File: src/rtl/systolic_feeder_2by2.sv
// systolic_feeder_2by2: buffered, skewed, zero-padded operand feeder for systolic_2by2 (SYSTOLIC_FEED_REVERSE_EN selects descending read order)
module systolic_feeder_2by2 #(
  parameter int DATA_W = 8,
  parameter int DEPTH = 4,
  parameter int LANE_SKEW = 1,
  localparam int AW = $clog2(DEPTH)
) (
  input  logic              clk,
  input  logic              rst,
  input  logic              wr_en,
  input  logic [1:0]        wr_sel,
  input  logic [AW-1:0]     wr_addr,
  input  logic [DATA_W-1:0] wr_data,
  input  logic              start,
  output logic              busy,
  output logic              feed_valid,
  output logic              done,
  output logic [DATA_W-1:0] up1,
  output logic [DATA_W-1:0] up2,
  output logic [DATA_W-1:0] left1,
  output logic [DATA_W-1:0] left2
);
`ifdef SYSTOLIC_FEED_REVERSE_EN
  localparam bit REV = 1'b1;
`else
  localparam bit REV = 1'b0;
`endif
  localparam int L = DEPTH + LANE_SKEW;
  localparam int CW = $clog2(L);
  localparam logic [1:0] IDLE = 2'd0, FEED = 2'd1, DONE = 2'd2;
  logic [1:0] state;
  logic [CW-1:0] c, nc;
  logic [DATA_W-1:0] mem [4][DEPTH];
  logic [DATA_W-1:0] nmem [4][DEPTH];
  logic go, last, feeding, v1, v2;
  int k1, k2;
  logic [AW-1:0] r1, r2;
  // next buffer contents (same-edge write forwarded to the first read) and next feed cycle lookup
  always_comb begin
    nmem = mem;
    if (wr_en && state != FEED && int'(wr_addr) < DEPTH) nmem[wr_sel][wr_addr] = wr_data;
    go = start && state != FEED;
    last = state == FEED && int'(c) == L - 1;
    feeding = go || (state == FEED && !last);
    nc = go ? '0 : c + CW'(1);
    k1 = int'(nc);
    k2 = k1 - LANE_SKEW;
    v1 = k1 < DEPTH;
    v2 = k2 >= 0;
    r1 = AW'(REV ? DEPTH - 1 - k1 : k1);
    r2 = AW'(REV ? DEPTH - 1 - k2 : k2);
  end
  // buffers, sequencing and registered stream outputs
  always_ff @(posedge clk) begin
    if (rst) begin
      for (int i = 0; i < 4; i++)
        for (int j = 0; j < DEPTH; j++) mem[i][j] <= '0;
      state <= IDLE;
      c <= '0;
      busy <= 1'b0;
      feed_valid <= 1'b0;
      done <= 1'b0;
      up1 <= '0;
      up2 <= '0;
      left1 <= '0;
      left2 <= '0;
    end else begin
      mem <= nmem;
      state <= feeding ? FEED : last ? DONE : IDLE;
      c <= feeding ? nc : '0;
      busy <= feeding;
      feed_valid <= feeding;
      done <= last;
      up1 <= feeding && v1 ? nmem[0][r1] : '0;
      up2 <= feeding && v2 ? nmem[1][r2] : '0;
      left1 <= feeding && v1 ? nmem[2][r1] : '0;
      left2 <= feeding && v2 ? nmem[3][r2] : '0;
    end
  end
endmodule
File: config.mk
export PLATFORM = sky130hd
export DESIGN_NAME = systolic_feeder_2by2
export DESIGN_NICKNAME = d
export VERILOG_FILES = /design/src/rtl/systolic_feeder_2by2.sv
export SDC_FILE = /design/constraint.sdc
export NUM_CORES = 1
export LEC_CHECK = 0
export ABC_AREA = 1
export ABC_CLOCK_PERIOD_IN_PS = 5200
export CAP_MARGIN = 25
export CORE_MARGIN = 5
export CORE_UTILIZATION = 45
export DETAILED_ROUTE_END_ITERATION = 10
export GPL_TIMING_DRIVEN = 0
export PLACE_DENSITY_LB_ADDON = 0.12
export SYNTH_ARGS = -nofsm -noshare
export SYNTH_HDL_FRONTEND = slang
export SYNTH_SLANG_ARGS = --single-unit
File: constraint.sdc
create_clock -name clk -period 5.2 [get_ports clk]
set_input_delay 0.52 -clock clk [delete_from_list [all_inputs] [get_ports clk]]
set_output_delay 0.52 -clock clk [all_outputs]
set_load 0.01 [all_outputs]
==> flow_summary_export.csv <==
group,metric,value,unit
yosys,post_synth_num_cell_types,22,
grt,grt_max_degree,17,
route,via_per_inst,5.37,
clock_tree,cts_hold_repair.buffers,0,
setup_path,critPathMaxFanout,10,
sta,rsz_0062_raised_after_global_routing,"false",
setup_path,crit_path_cell_chain,"nand2_2 > nand2_2 > nand2_2 > inv_2 > buf_2 > ha_1 > clkbuf_1 > inv_1 > buf_2 > nand3_1 > a21oi_1",
sta,timing.final.crit_share,52.8,%
yosys,synth_area_per_cell,7.08,µm²
yosys,synth.most_common_cell,"sky130_fd_sc_hd__nand3_1",
clock_tree,cts_tree,"built",
route,detail_route.wirelength,21300,µm
power_and_ir_drop,power_frac_seq,44.7,%
setup_path,timing.critical_path.to_type,"flop",
floorplanning,total_die_area,18600,µm²
yosys,ys_top_cells_by_area,"sky130_fd_sc_hd__dfxtp_1 (46%), sky130_fd_sc_hd__nand3_1 (18%), sky130_fd_sc_hd__nand2_1 (13%)",
yosys,synth.largest_area_cell,"sky130_fd_sc_hd__dfxtp_1",
route,detailroute.via_count,7038,
sta,timing.clock.skew,0.00753,ns
floorplanning,die_width,136,µm
setup_path,critical-path-top-cell-by-count,"sky130_fd_sc_hd__nand2_2",
sta,maxSlewViolCount,0,
layout,layout_overhead_on_the_synthesized_area,18.8,%
layout,fin_cells,1311,
power_and_ir_drop,power_density,342,nW/µm²
sta,tightest_slew,0.788,ns
floorplanning,die_height,136,µm
clock_tree,number_of_gates_resized_after_cts,0,
clock_tree,clock-root-buffer,"sky130_fd_sc_hd__clkbuf_16",
sta,post-route-min-period,2.75,ns
yosys,ys_async_sr_fraction,0,%
place,gpl.final_weighted_congestion,0.935,
route,final_antenna_net_count,0,
yosys,syn_nets,1033,
clock_tree,clk_transition_reported_paths,0.06,ns
setup_path,worst-setup-path-type,"flop to flop",
yosys,yosysWarningCount,0,
power_and_ir_drop,internal_power,2.14,mW
grt,grt_pass1_vias,6187,
setup_path,path_delay_family,"buffers and inverters",
yosys,synth_ff_type,"sky130_fd_sc_hd__dfxtp_1",
clock_tree,clock_latency,0.42,ns
setup_path,crit_arrival,3.09,ns
yosys,yosys.area.top_type_share,46.3,%
power_and_ir_drop,max-vdd-ir-drop,0.000239,V
place,post-place-cells,1279,
power_and_ir_drop,pwr-share-comb,12.7,%
yosys,number_of_flops_mapped_to_enable_cells_by_yosys,0,
worst_hold_path,hp-class,"input port to flop",
route,first_iter_violations,634,
yosys,synth.cell_area,7180,µm²
sta,fmax,364,MHz
clock_tree,cts-buffers-inserted,17,
floorplanning,top_level_ports,51,
setup_path,critPathMaxStageDelay,0.46,ns
power_and_ir_drop,power.switching_fraction,26.5,%
floorplanning,floorplan.initialDensity,45.5,%
place,detailedPlacementHpwl,15000,µm
layout,nets,1101,
yosys,synth-seq-cells,166,
grt,grt_first_pass_wirelength,33500,µm
clock_tree,clock_path_buffers,2,
place,placement.io_buffers,49,
power_and_ir_drop,power.clock.fraction,42.7,%
clock_tree,htree_levels,4,
outcome,status,"finished clean",
route,post-route-drc-count,0,
power_and_ir_drop,static-leakage-power,3.32,nW
route,first_pass_iters,6,
layout,drive_above_1_share,8.04,%
setup_path,kind_of_start_point_of_the_critical_path,"flop",
clock_tree,number_of_buffers_added_for_setup_after_cts,0,
yosys,share_of_synthesized_area_occupied_by_flip_flops_and_latches,46.3,%
grt,grt_antenna_before_repair,0,
grt,grtUsageTotal,23.6,%
sta,slew_headroom,47.5,%
layout,count_of_inserted_antenna_diode_cells,0,
grt,grt.overflow.total,0,
sta,final_hold_viol_count,0,
setup_path,cp_slowest_cell,"sky130_fd_sc_hd__dfxtp_1",
power_and_ir_drop,total_switching_power,0.772,mW
yosys,synth.top_cells.by_count,"sky130_fd_sc_hd__nand3_1 (257), sky130_fd_sc_hd__nand2_1 (256), sky130_fd_sc_hd__dfxtp_1 (166)",
route,post_drt_wl_per_cell,16.3,µm
setup_path,critical_path_buf_inv_count,5,
sta,setup_total_negative_slack,0,ns
floorplanning,num_rows,46,
run,max_cap_violations,0,
clock_tree,clock-sinks,166,
floorplanning,floorplan_core_area,15800,µm²
yosys,netlist_instances,1014,
sta,number_of_setup_violations_in_the_final_report,0,
setup_path,cp.required,5.54,ns
[worst paths after layout]
path | from | endpoint | slack, ns | cells past startpoint
hold / removal | rst | feed_valid$_SDFF_PP0_ | 0.46 | 2
setup reg to reg | feed_valid$_SDFF_PP0_ | up2[0]$_SDFF_PP0_ | 2.45 | 11
setup / recovery | feed_valid$_SDFF_PP0_ | up2[0]$_SDFF_PP0_ | 2.45 | 11
hold reg to reg | mem[1]$_SDFF_PP0_ | mem[1]$_SDFF_PP0_ | 0.47 | 2
[area by class of cell]
| class | instances | area, µm² |
|---|---|---|
| well taps | 216 | 270 |
| inverters | 77 | 289 |
| clock buffers | 21 | 460 |
| plain buffers | 51 | 249 |
| fillers | 1622 | 7250 |
| clock inverters | 11 | 126 |
| flip-flops and latches | 166 | 3320 |
| multi-input cells | 720 | 3320 |
| repair buffers | 49 | 490 |
[registers in the layout, summed over array words and instances (netlist names)]
register    count
mem           128
left2           8
up1             8
feed_valid      1
done            1
c               3
left1           8
up2             8
state           1
[logic make-up (layout without fill, tap and decap cells)]
kind of cell / after synthesis / after routing / share of synthesized area [%]
and+or+nand+nor: 586 / 586 / 36.1
DFF: 166 / 166 / 46.3
AOI/OAI and AO/OA: 131 / 131 / 9.61
buffers and inverters: 128 / 209 / 7.50
adders and majority gates: 3 / 3 / 0.523
[placed cells by master, fill, tap and decap left out, types with 5 or more instances in the layout]
cell type and n:
sky130_fd_sc_hd__inv_2 5, sky130_fd_sc_hd__nor2_1 49, sky130_fd_sc_hd__inv_1 72, sky130_fd_sc_hd__nand2_2 6, sky130_fd_sc_hd__nand3_1 257, sky130_fd_sc_hd__clkbuf_1 26, sky130_fd_sc_hd__clkdlybuf4s50_1 49, sky130_fd_sc_hd__clkbuf_16 17
sky130_fd_sc_hd__buf_4 8, sky130_fd_sc_hd__nand2_1 256, sky130_fd_sc_hd__a21oi_1 122, sky130_fd_sc_hd__a21oi_2 8, sky130_fd_sc_hd__buf_2 13, sky130_fd_sc_hd__nor2_2 12, sky130_fd_sc_hd__dfxtp_1 166
[through the flow]
stage	hold WS [ns]	worst slack, ns	cell area [µm²]	utilization (%)	total power [mW]
floorplan	0.448	3.13	7180	-	1.56
global placement	0.456	2.07	7940	50.3	1.69
detailed placement	0.461	2.09	7940	50.3	1.69
CTS	0.451	2.49	8520	54.1	2.93
global route	0.481	2.26	8520	54.1	3.03
finish	0.457	2.45	8520	54.1	2.92
[worst reg2reg max path, stage by stage (launching register included)]
cell	delay (ns)
sky130_fd_sc_hd__dfxtp_1	0.46
sky130_fd_sc_hd__nand2_2	0.15
sky130_fd_sc_hd__nand2_2	0.14
sky130_fd_sc_hd__nand2_2	0.14
sky130_fd_sc_hd__inv_2	0.20
sky130_fd_sc_hd__buf_2	0.29
sky130_fd_sc_hd__ha_1	0.27
sky130_fd_sc_hd__clkbuf_1	0.20
sky130_fd_sc_hd__inv_1	0.26
sky130_fd_sc_hd__buf_2	0.30
sky130_fd_sc_hd__nand3_1	0.11
sky130_fd_sc_hd__a21oi_1	0.17
[power by group through the flow]
| stage | sequential (mW) | clock (mW) | combinational (mW) |
|---|---|---|---|
| global placement | 1.33 | 0 | 0.362 |
| detailed placement | 1.33 | 0 | 0.362 |
| CTS | 1.30 | 1.27 | 0.364 |
| floorplan | 1.33 | 0 | 0.227 |
| global route | 1.30 | 1.32 | 0.402 |
| finish | 1.30 | 1.24 | 0.370 |
[routing by layer]
layer / vias to the layer above / share of wire [%] / track usage, %
met5: - / 0 / 0
met4: 0 / 2.6 / 8.85
met3: 37 / 6.9 / 5.07
met2: 256 / 46 / 37.3
met1: 3245 / 45 / 31.7
li1: 3500 / - / -
No activity file was read; power rests on OpenSTA's default activity.
==> RTL change, RTL diff (same settings) <==
Build with the macro `SYSTOLIC_FEED_REVERSE_EN` defined.
--- a/src/rtl/systolic_feeder_2by2.sv
+++ b/src/rtl/systolic_feeder_2by2.sv
@@ -1,3 +1,5 @@
 // systolic_feeder_2by2: buffered, skewed, zero-padded operand feeder for systolic_2by2 (SYSTOLIC_FEED_REVERSE_EN selects descending read order)
+`define SYSTOLIC_FEED_REVERSE_EN
+
 module systolic_feeder_2by2 #(
   parameter int DATA_W = 8,
Formal check against the unedited RTL: not equivalent (Yosys sat finds a counterexample within 4 cycles, from zero or initial values and one cycle with rst high).
==> RTL change against the unedited design <==
- sequential cell count stayed put
- area after synthesis is 4.2% higher
- setup slack worse by 0.49 ns
- register-to-register slack worse by 0.45 ns
- count of clock-buffer cells in the layout is 1 higher
- routed wire length is 4.2% higher
- cell area is 3.7% higher
- power is 1.4% higher
- largest power group unchanged
==> RTL change: results (changes against the unedited design) <==
- Register share of the cell area: 37.59% (-1.4 points)
- Measured slew at the worst slew-check pin: 0.9102 ns (+0.1222 ns)
- Buffers added on ports: 48 (-2.0%)
- Synth Area in XOR/XNOR: 0.1171% (+0.12 points)
- Vias: 7,199 (+2.3%)
- Status: finished, final reports clean
- Placed Instances: 1,403 (+9.7%)
- Final WL: 22,220 um (+4.2%)
- Vias in the first global route: 6,485 (+4.8%)
- HP Class: flip-flop to flip-flop
- PwrDens: 334.5 nW/um2 (-2.2%)
- R2r endpoint: left2[4]
- Total GRT Usage: 23.01% (-0.60 points)
- Count of multi-input gates: 793 (+10%)
- FFs & Latches: 166 (unchanged)
- Leakage: 3.754 nW (+13%)
- HP Start: mem[60]
- Area occupied by multi-input gates: 3463 um2 (+4.5%)
- Worst IR Drop VDD: 0.2384 mV (-0.31%)
- Synth Area in Compound Gates: 5.604% (-4.0 points)
- Adder-cell share of the synthesized area: 0.5018% (-0.021 points)
- Worst path max stage delay: 0.56 ns (+0.10 ns)
- 1st-pass router iterations: 5 (-1)
- Share of cells above drive strength 1: 6.008% (-2.0 points)
- CP Launch Point: start
- Hold EP: mem[60]
- Non-clk bufs: 91 (-9.0%)
- Synthesized Nets: 1,154 (+12%)
- Routability cong.: 0.8970 (-4.0%)
- Register area share after synthesis: 44.43% (-1.9 points)
- Worst R2R Setup Slack: 2.00 ns (-0.45 ns)
- Clock network share of area: 6.850% (-0.034 points)
- Synth area leaders: dfxtp_1 44%, nand2_1 17%, nand3_1 12%
- Signal buffers share of area: 7.628% (-1.0 points)
- Filler cell count: 1,727 (+6.5%)
- Clock Skew: 0.009386 ns (+0.001859 ns)
## RTL change: changes by cell type after synthesis, sizes merged, moves of 24 or more
cell / unedited run / this run
nand2: 262 / 351
nor2: 63 / 171
nand3: 257 / 185
inv: 77 / 126
a21oi: 130 / 55
o21ai: 1 / 25
## RTL change: per-layer routing
| metal | wire (um) | GRT usage (%) | vias to the layer above | share of wire, % |
|---|---|---|---|---|
| met1 | 10260 | 30.96 | 3237 | 46 |
| li1 | - | - | 3689 | - |
| met2 | 9875 | 36.54 | 227 | 44 |
| met3 | 1336 | 3.931 | 46 | 6.0 |
| met4 | 752 | 9.938 | 0 | 3.4 |
| met5 | 0 | 0 | - | 0 |
## RTL change: tightest hold or removal path, delay by kind of cell, from the launching register on
| family | cells | cell delay, ns |
|---|---|---|
| and+or+nand+nor | 1 | 0.07 |
| AOI/OAI and AO/OA | 1 | 0.06 |
| DFF | 1 | 0.30 |
## RTL change: power by group
group	switching, mW	internal, mW
Sequential	0.00817	1.30
Clock	0.524	0.760
Combinational	0.264	0.102
